<file path="src/rtl/hit_dispatch_sched_pkg.sv">
// Shared definitions for the hit extraction / dispatch slice: lane geometry,
// scheduler state encoding and nucleotide codes.
package hit_dispatch_sched_pkg;

    localparam int NUM_LANES_DEF = 22;
    localparam int ADDR_W_DEF    = 8;
    localparam int LANE_W_DEF    = 5;

    typedef enum logic [1:0] {
        IDLE = 2'd0,
        LOAD = 2'd1,
        SEND = 2'd2
    } sched_state_e;

    typedef enum logic [1:0] {
        NT_A = 2'd0,
        NT_G = 2'd1,
        NT_T = 2'd2,
        NT_C = 2'd3
    } nucleotide_e;

endpackage

</file>
<file path="src/rtl/hit_prio_enc.sv">
// Lowest-index-first priority encoder over a lane mask: found flag, binary
// lane index and the one-hot bit to clear. Purely combinational.
module hit_prio_enc
    import hit_dispatch_sched_pkg::*;
#(
    parameter int NUM_LANES = NUM_LANES_DEF,
    parameter int LANE_W    = LANE_W_DEF
) (
    input  logic [NUM_LANES-1:0] mask,
    output logic                 found,
    output logic [LANE_W-1:0]    idx,
    output logic [NUM_LANES-1:0] onehot
);

    // Scan from the top down so the lowest set lane is the last one written.
    always_comb begin
        // NOTE: every output gets a default first so no path leaves it unassigned (no latch).
        found  = 1'b0;
        idx    = '0;
        onehot = '0;
        for (int i = NUM_LANES - 1; i >= 0; i--) begin
            if (mask[i]) begin
                found  = 1'b1;
                idx    = LANE_W'(i);
                onehot = NUM_LANES'(1) << i;
            end
        end
    end

endmodule

</file>
<file path="src/rtl/hit_dispatch_sched.sv">
// Captures one batch of parallel hits and drains it one hit per handshake,
// lowest lane first. Define HIT_DISPATCH_STATS_EN for hit/batch counters.
module hit_dispatch_sched
    import hit_dispatch_sched_pkg::*;
#(
    parameter int NUM_LANES = NUM_LANES_DEF,
    parameter int ADDR_W    = ADDR_W_DEF,
    parameter int LANE_W    = LANE_W_DEF
) (
    input  logic                        com_clk,
    input  logic                        reset_n,
    input  logic                        batch_valid,
    output logic                        batch_ready,
    input  logic [NUM_LANES-1:0]        batch_mask,
    input  logic [NUM_LANES*ADDR_W-1:0] batch_q_addr,
    input  logic [NUM_LANES*ADDR_W-1:0] batch_s_addr,
    input  logic [NUM_LANES*ADDR_W-1:0] batch_len,
    output logic                        hit_valid,
    input  logic                        hit_ready,
    output logic [ADDR_W-1:0]           hit_q_addr,
    output logic [ADDR_W-1:0]           hit_s_addr,
    output logic [ADDR_W-1:0]           hit_len,
    output logic [LANE_W-1:0]           hit_lane,
    output logic                        hit_last,
    output logic                        busy
`ifdef HIT_DISPATCH_STATS_EN
    ,
    output logic [15:0]                 stat_hits,
    output logic [15:0]                 stat_batches
`endif
);

    sched_state_e state_q, state_d;

    logic [NUM_LANES-1:0]        pending_q, pending_d;
    logic [NUM_LANES*ADDR_W-1:0] sh_q_addr_q, sh_q_addr_d;
    logic [NUM_LANES*ADDR_W-1:0] sh_s_addr_q, sh_s_addr_d;
    logic [NUM_LANES*ADDR_W-1:0] sh_len_q, sh_len_d;

    logic                 hit_valid_q, hit_valid_d;
    logic                 hit_last_q, hit_last_d;
    logic [ADDR_W-1:0]    hit_q_addr_q, hit_q_addr_d;
    logic [ADDR_W-1:0]    hit_s_addr_q, hit_s_addr_d;
    logic [ADDR_W-1:0]    hit_len_q, hit_len_d;
    logic [LANE_W-1:0]    hit_lane_q, hit_lane_d;

    logic                 enc_found;
    logic [LANE_W-1:0]    enc_idx;
    logic [NUM_LANES-1:0] enc_onehot;
    logic [NUM_LANES-1:0] remaining;
    logic                 accept;
    logic                 handshake;
    logic                 load_hit;

    hit_prio_enc #(
        .NUM_LANES (NUM_LANES),
        .LANE_W    (LANE_W)
    ) u_prio_enc (
        .mask   (pending_q),
        .found  (enc_found),
        .idx    (enc_idx),
        .onehot (enc_onehot)
    );

    assign accept    = batch_valid && (state_q == IDLE);
    assign handshake = hit_valid_q && hit_ready;
    assign remaining = pending_q & ~enc_onehot;
    assign load_hit  = (state_q == LOAD) || ((state_q == SEND) && handshake && enc_found);

    // State register.
    always_ff @(posedge com_clk or negedge reset_n) begin
        if (!reset_n) begin
            // NOTE: sequential state uses non-blocking (<=) so every flop samples pre-edge values.
            state_q <= IDLE;
        end else begin
            state_q <= state_d;
        end
    end

    // Next-state logic.
    always_comb begin
        state_d = state_q;
        case (state_q)
            IDLE:    if (accept && (batch_mask != '0)) state_d = LOAD;
            LOAD:    state_d = SEND;
            SEND:    if (handshake && !enc_found) state_d = IDLE;
            default: state_d = IDLE;
        endcase
    end

    // Output / datapath next values: capture, lane selection, hit presentation.
    always_comb begin
        pending_d    = pending_q;
        sh_q_addr_d  = sh_q_addr_q;
        sh_s_addr_d  = sh_s_addr_q;
        sh_len_d     = sh_len_q;
        hit_valid_d  = hit_valid_q;
        hit_last_d   = hit_last_q;
        hit_q_addr_d = hit_q_addr_q;
        hit_s_addr_d = hit_s_addr_q;
        hit_len_d    = hit_len_q;
        hit_lane_d   = hit_lane_q;

        if (accept) begin
            pending_d   = batch_mask;
            sh_q_addr_d = batch_q_addr;
            sh_s_addr_d = batch_s_addr;
            sh_len_d    = batch_len;
        end

        if (load_hit) begin
            pending_d    = remaining;
            hit_valid_d  = 1'b1;
            hit_last_d   = (remaining == '0);
            hit_q_addr_d = sh_q_addr_q[enc_idx*ADDR_W +: ADDR_W];
            hit_s_addr_d = sh_s_addr_q[enc_idx*ADDR_W +: ADDR_W];
            hit_len_d    = sh_len_q[enc_idx*ADDR_W +: ADDR_W];
            hit_lane_d   = enc_idx;
        end else if ((state_q == SEND) && handshake) begin
            hit_valid_d = 1'b0;
            hit_last_d  = 1'b0;
        end
    end

    always_ff @(posedge com_clk or negedge reset_n) begin
        if (!reset_n) begin
            pending_q    <= '0;
            hit_valid_q  <= 1'b0;
            hit_last_q   <= 1'b0;
            hit_q_addr_q <= '0;
            hit_s_addr_q <= '0;
            hit_len_q    <= '0;
            hit_lane_q   <= '0;
        end else begin
            pending_q    <= pending_d;
            hit_valid_q  <= hit_valid_d;
            hit_last_q   <= hit_last_d;
            hit_q_addr_q <= hit_q_addr_d;
            hit_s_addr_q <= hit_s_addr_d;
            hit_len_q    <= hit_len_d;
            hit_lane_q   <= hit_lane_d;
        end
    end

    // NOTE: shadow fields carry no reset; they are only read for lanes set in pending_q, which is reset.
    always_ff @(posedge com_clk) begin
        sh_q_addr_q <= sh_q_addr_d;
        sh_s_addr_q <= sh_s_addr_d;
        sh_len_q    <= sh_len_d;
    end

    assign batch_ready = (state_q == IDLE);
    assign busy        = (state_q != IDLE);
    assign hit_valid   = hit_valid_q;
    assign hit_last    = hit_last_q;
    assign hit_q_addr  = hit_q_addr_q;
    assign hit_s_addr  = hit_s_addr_q;
    assign hit_len     = hit_len_q;
    assign hit_lane    = hit_lane_q;

`ifdef HIT_DISPATCH_STATS_EN
    logic [15:0] stat_hits_q, stat_hits_d;
    logic [15:0] stat_batches_q, stat_batches_d;

    // Saturating counters: hold at 0xFFFF rather than wrap.
    always_comb begin
        stat_hits_d    = stat_hits_q;
        stat_batches_d = stat_batches_q;
        if (handshake && (stat_hits_q != 16'hFFFF)) begin
            stat_hits_d = stat_hits_q + 16'd1;
        end
        if (accept && (batch_mask != '0) && (stat_batches_q != 16'hFFFF)) begin
            stat_batches_d = stat_batches_q + 16'd1;
        end
    end

    always_ff @(posedge com_clk or negedge reset_n) begin
        if (!reset_n) begin
            stat_hits_q    <= '0;
            stat_batches_q <= '0;
        end else begin
            stat_hits_q    <= stat_hits_d;
            stat_batches_q <= stat_batches_d;
        end
    end

    assign stat_hits    = stat_hits_q;
    assign stat_batches = stat_batches_q;
`endif

endmodule

</file>
<file path="config.mk">
export PLATFORM = sky130hd
export DESIGN_NAME = hit_dispatch_sched
export DESIGN_NICKNAME = d
export VERILOG_FILES = /design/src/rtl/hit_dispatch_sched_pkg.sv /design/src/rtl/hit_prio_enc.sv /design/src/rtl/hit_dispatch_sched.sv
export SDC_FILE = /design/constraint.sdc
export NUM_CORES = 1
export LEC_CHECK = 0
export BUFFER_PORTS_ARGS = -buffer_cell sky130_fd_sc_hd__buf_2
export CORE_MARGIN = 10
export CORE_UTILIZATION = 40
export DETAILED_ROUTE_END_ITERATION = 7
export GPL_TIMING_DRIVEN = 0
export PLACE_DENSITY = 0.73
export SYNTH_ARGS = -nofsm -noshare
export SYNTH_HDL_FRONTEND = slang
export SYNTH_HIERARCHICAL = 1
export SYNTH_SLANG_ARGS = --single-unit
</file>
<file path="constraint.sdc">
create_clock -name com_clk -period 21.4 [get_ports com_clk]
set_input_delay 2.14 -clock com_clk [delete_from_list [all_inputs] [get_ports com_clk]]
set_output_delay 2.14 -clock com_clk [all_outputs]
set_load 0.03 [all_outputs]
</file>
==> impl_metrics.csv <==
group,metric,value,unit
status,outcome,"complete, no violations",
floorplan,core_area,0.0575,mm²
routing,drt_iter0_drc,1350,
cts,path_clk_slew,0.06,ns
setup_path,crit_path_start_kind,"flop",
power_and_ir_drop,comb_power_share,2.5,%
synthesis,synthFlopType,"edfxtp_1",
routing,viasPerCell,5.36,
setup_path,cp-end-kind,"flop",
timing,fin_crit_sh,22.9,%
placed_design,pre_cts_ws,16.45,ns
synthesis,yosysTopAreaCell,"edfxtp_1",
cts,cts_root_buf,"clkbuf_16",
synthesis,syn-num-nets,1854,
routing,totalWireLength,78200,µm
synthesis,yosys_register_bits,583,
placed_design,dp_hpwl,59800,µm
min_path,hold_class,"reg -> reg",
synthesis,ys_warn_count,6,
power_and_ir_drop,p_seq_share,53.6,%
cts,ctsResizeCount,0,
power_and_ir_drop,leakage,0.0105,µW
power_and_ir_drop,powerDensity,79.3,mW/mm²
cts,cts_tree,"built",
floorplan,io_pins,587,
routing,wire_per_inst,28.1,µm
synthesis,syn_inst,1300,
cells_and_area,layout_common_cells,"597 x buf_2, 528 x edfxtp_1, 101 x mux2i_1",
synthesis,synth_compound_area_share,7.43,%
timing,slew_viol_final,0,
cts,cts_setup_buffers,0,
synthesis,synthXorXnorAreaFrac,0,%
floorplan,die_area,0.0679,mm²
synthesis,yosys.area.top_type_share,68.5,%
grt,grt_overflow,0,
synthesis,synthesis.area_per_instance,17.8,µm²
synthesis,synthArstFlopShare,9.43,%
placed_design,portBuffers,586,
synthesis,synthMuxAreaShare,12.3,%
grt,antenna_found_initial,21,
cells_and_area,syn2layout_area_growth,26.2,%
cts,cts_hold_buffers,0,
routing,vias,14918,
timing,tightest_slew,1.34,ns
cells_and_area,final_cells,2782,
setup_path,critPathArrivalTime,5.38,ns
synthesis,ys_seq_area_share,74.4,%
cells_and_area,drive_gt1_share,42.0,%
synthesis,synth_area_leaders,"edfxtp_1 68%, dfrtp_1 5.9%, mux4_2 5.0%",
setup_path,crit_fanout,10,
power_and_ir_drop,power_frac_clock,43.9,%
cells_and_area,seqCellArea,0.0172,mm²
cells_and_area,multi_input_area,0.00533,mm²
power_and_ir_drop,p_sw_share,20.2,%
cts,clkSinkCount,583,
run,cap_violations,0,
floorplan,dieWidth,261,µm
grt,grt_first_pass_wirelength,109000,µm
timing,clock_skew,0.0257,ns
synthesis,synth_top_family_by_area,"multiplexers",
routing,drt_pre_antenna_iters,5,
grt,grt_max_degree,74,
setup_path,worstPathRequired,21.89,ns
routing,drc,0,
floorplan,initial_utilization,40.3,%
synthesis,synthSimpleGateAreaFrac,3.24,%
grt,grt_pass1_vias,16063,
grt,track_usage,22.3,%
routing,ant_nets,0,
timing,hold_slack,0.515,ns
timing,relSlewSlack,8.46,%
floorplan,die_h,261,µm
floorplan,rows,88,
cts,insertion_delay,0.64,ns
power_and_ir_drop,p_switching,467,µW
timing,fin_crit,4.89,ns
placed_design,gp_congestion,0.882,
cells_and_area,num-fill-cells,4837,
cts,cts.path.max_buffers,3,
cells_and_area,final_common_cell,"buf_2",
synthesis,synthAdderAreaFrac,0,%
timing,hold_viol,0,
cts,cts_made_buffers,60,
placed_design,dpl.cell_count,2659,
setup_path,path_class,"reg -> reg",
power_and_ir_drop,p_int,1850,µW
timing,max_freq,204,MHz
timing,finalSetupViolCount,0,
power_and_ir_drop,max-vdd-ir-drop,0.0925,mV
timing,rsz0062_at_grt,"false",
timing,fin_ws,16.51,ns
synthesis,netlist_area,0.0232,mm²
cells_and_area,nets,2510,
cts,htreeDepth,2,
synthesis,synth_edf_count,528,
synthesis,yosysUniqueCellTypes,57,
## area by class of cell
| cell class | instances | area share, % |
|---|---|---|
| Multi-Input combinational cell | 592 | 18.2 |
| Inverter | 52 | 0.668 |
| Tap cell | 765 | 3.28 |
| Antenna cell | 20 | 0.171 |
| Clock buffer | 67 | 5.23 |
| Timing Repair Buffer | 594 | 10.8 |
| Buffer | 73 | 1.40 |
| Sequential cell | 583 | 59.0 |
| Clock inverter | 36 | 1.25 |
## cells in the mapped netlist, drive strengths merged (22+ instances only)
library cell  instances
edfxtp              528
a22oi                23
clkbuf               35
inv                  52
dfrtp                55
mux2i               101
mux4                 51
o22ai                74
nor2b                22
o21ai                44
buf                  38
mux2                 62
a21oi                35
a22o                 25
## kinds of logic after synthesis
| kind of cell | count (synthesis) |
|---|---|
| flip-flops | 583 |
| AO/OA/AOI/OAI | 259 |
| multiplexers | 214 |
| buffers and inverters | 125 |
| AND/OR/NAND/NOR | 119 |
## worst paths after layout
kind | slack (ns) | cells after the start | endpoint | startpoint
worst max-delay path | 16.51 | 11 | hit_s_addr[5] | pending_q[16]
worst min-delay path | 0.51 | 1 | hit_q_addr[6] | hit_q_addr[6]
worst max register to register | 16.51 | 11 | hit_s_addr[5] | pending_q[16]
worst min register to register | 0.51 | 1 | hit_q_addr[6] | hit_q_addr[6]
max in group asynchronous | 19.20 | 1 | hit_len[4] | reset_n
min in group asynchronous | 1.62 | 1 | pending_q[6] | reset_n
## metal layers
layer / wire (µm) / GRT usage [%] / share of wire [%] / vias up
met5: 48 / 0 / 0.061 / -
met4: 2210 / 7.75 / 2.8 / 8
met3: 6200 / 5.74 / 7.9 / 125
met2: 39400 / 37.5 / 50 / 704
met1: 30300 / 27.5 / 39 / 7508
li1: - / - / - / 6573
## critical path, cell delays in order (launching register included)
cell      delay (ns)
dfrtp_1         0.47
or4_4           0.60
o21ai_1         0.16
nand2_1         0.10
a31oi_1         0.52
buf_2           0.44
nand2_1         0.60
clkbuf_1        0.69
o22ai_1         0.31
a211oi_1        0.12
a21oi_1         0.56
o21ai_0         0.17
## power groups by stage
stage / combinational (µW) / clock [µW] / sequential [µW]
finish: 58.4 / 1020 / 1240
global route: 63.3 / 1080 / 1240
CTS: 58.8 / 1030 / 1240
detailed placement: 58.4 / 0 / 1270
global placement: 55.9 / 0 / 1270
floorplan: 0.280 / 0 / 1270
## registers in the layout, indices dropped and copies added (netlist names)
| name | count |
|---|---|
| hit_lane | 5 |
| hit_last | 1 |
| hit_len | 8 |
| hit_q_addr | 8 |
| hit_s_addr | 8 |
| hit_valid | 1 |
| pending_q | 22 |
| sh_len_q | 176 |
| sh_q_addr_q | 176 |
| sh_s_addr_q | 176 |
| state_q | 2 |
## metrics by stage
stage	area, µm²	setup TNS, ns	utilization [%]	total power [µW]
2_1_floorplan	23200	0	-	1270
3_3_place_gp	27000	-682.27	47.1	1320
3_5_place_dp	27300	0	47.5	1320
4_1_cts	29200	0	50.8	2330
5_1_grt	29200	0	50.8	2380
6_report	29200	0	50.8	2320
(Power assumes the default switching activity.)
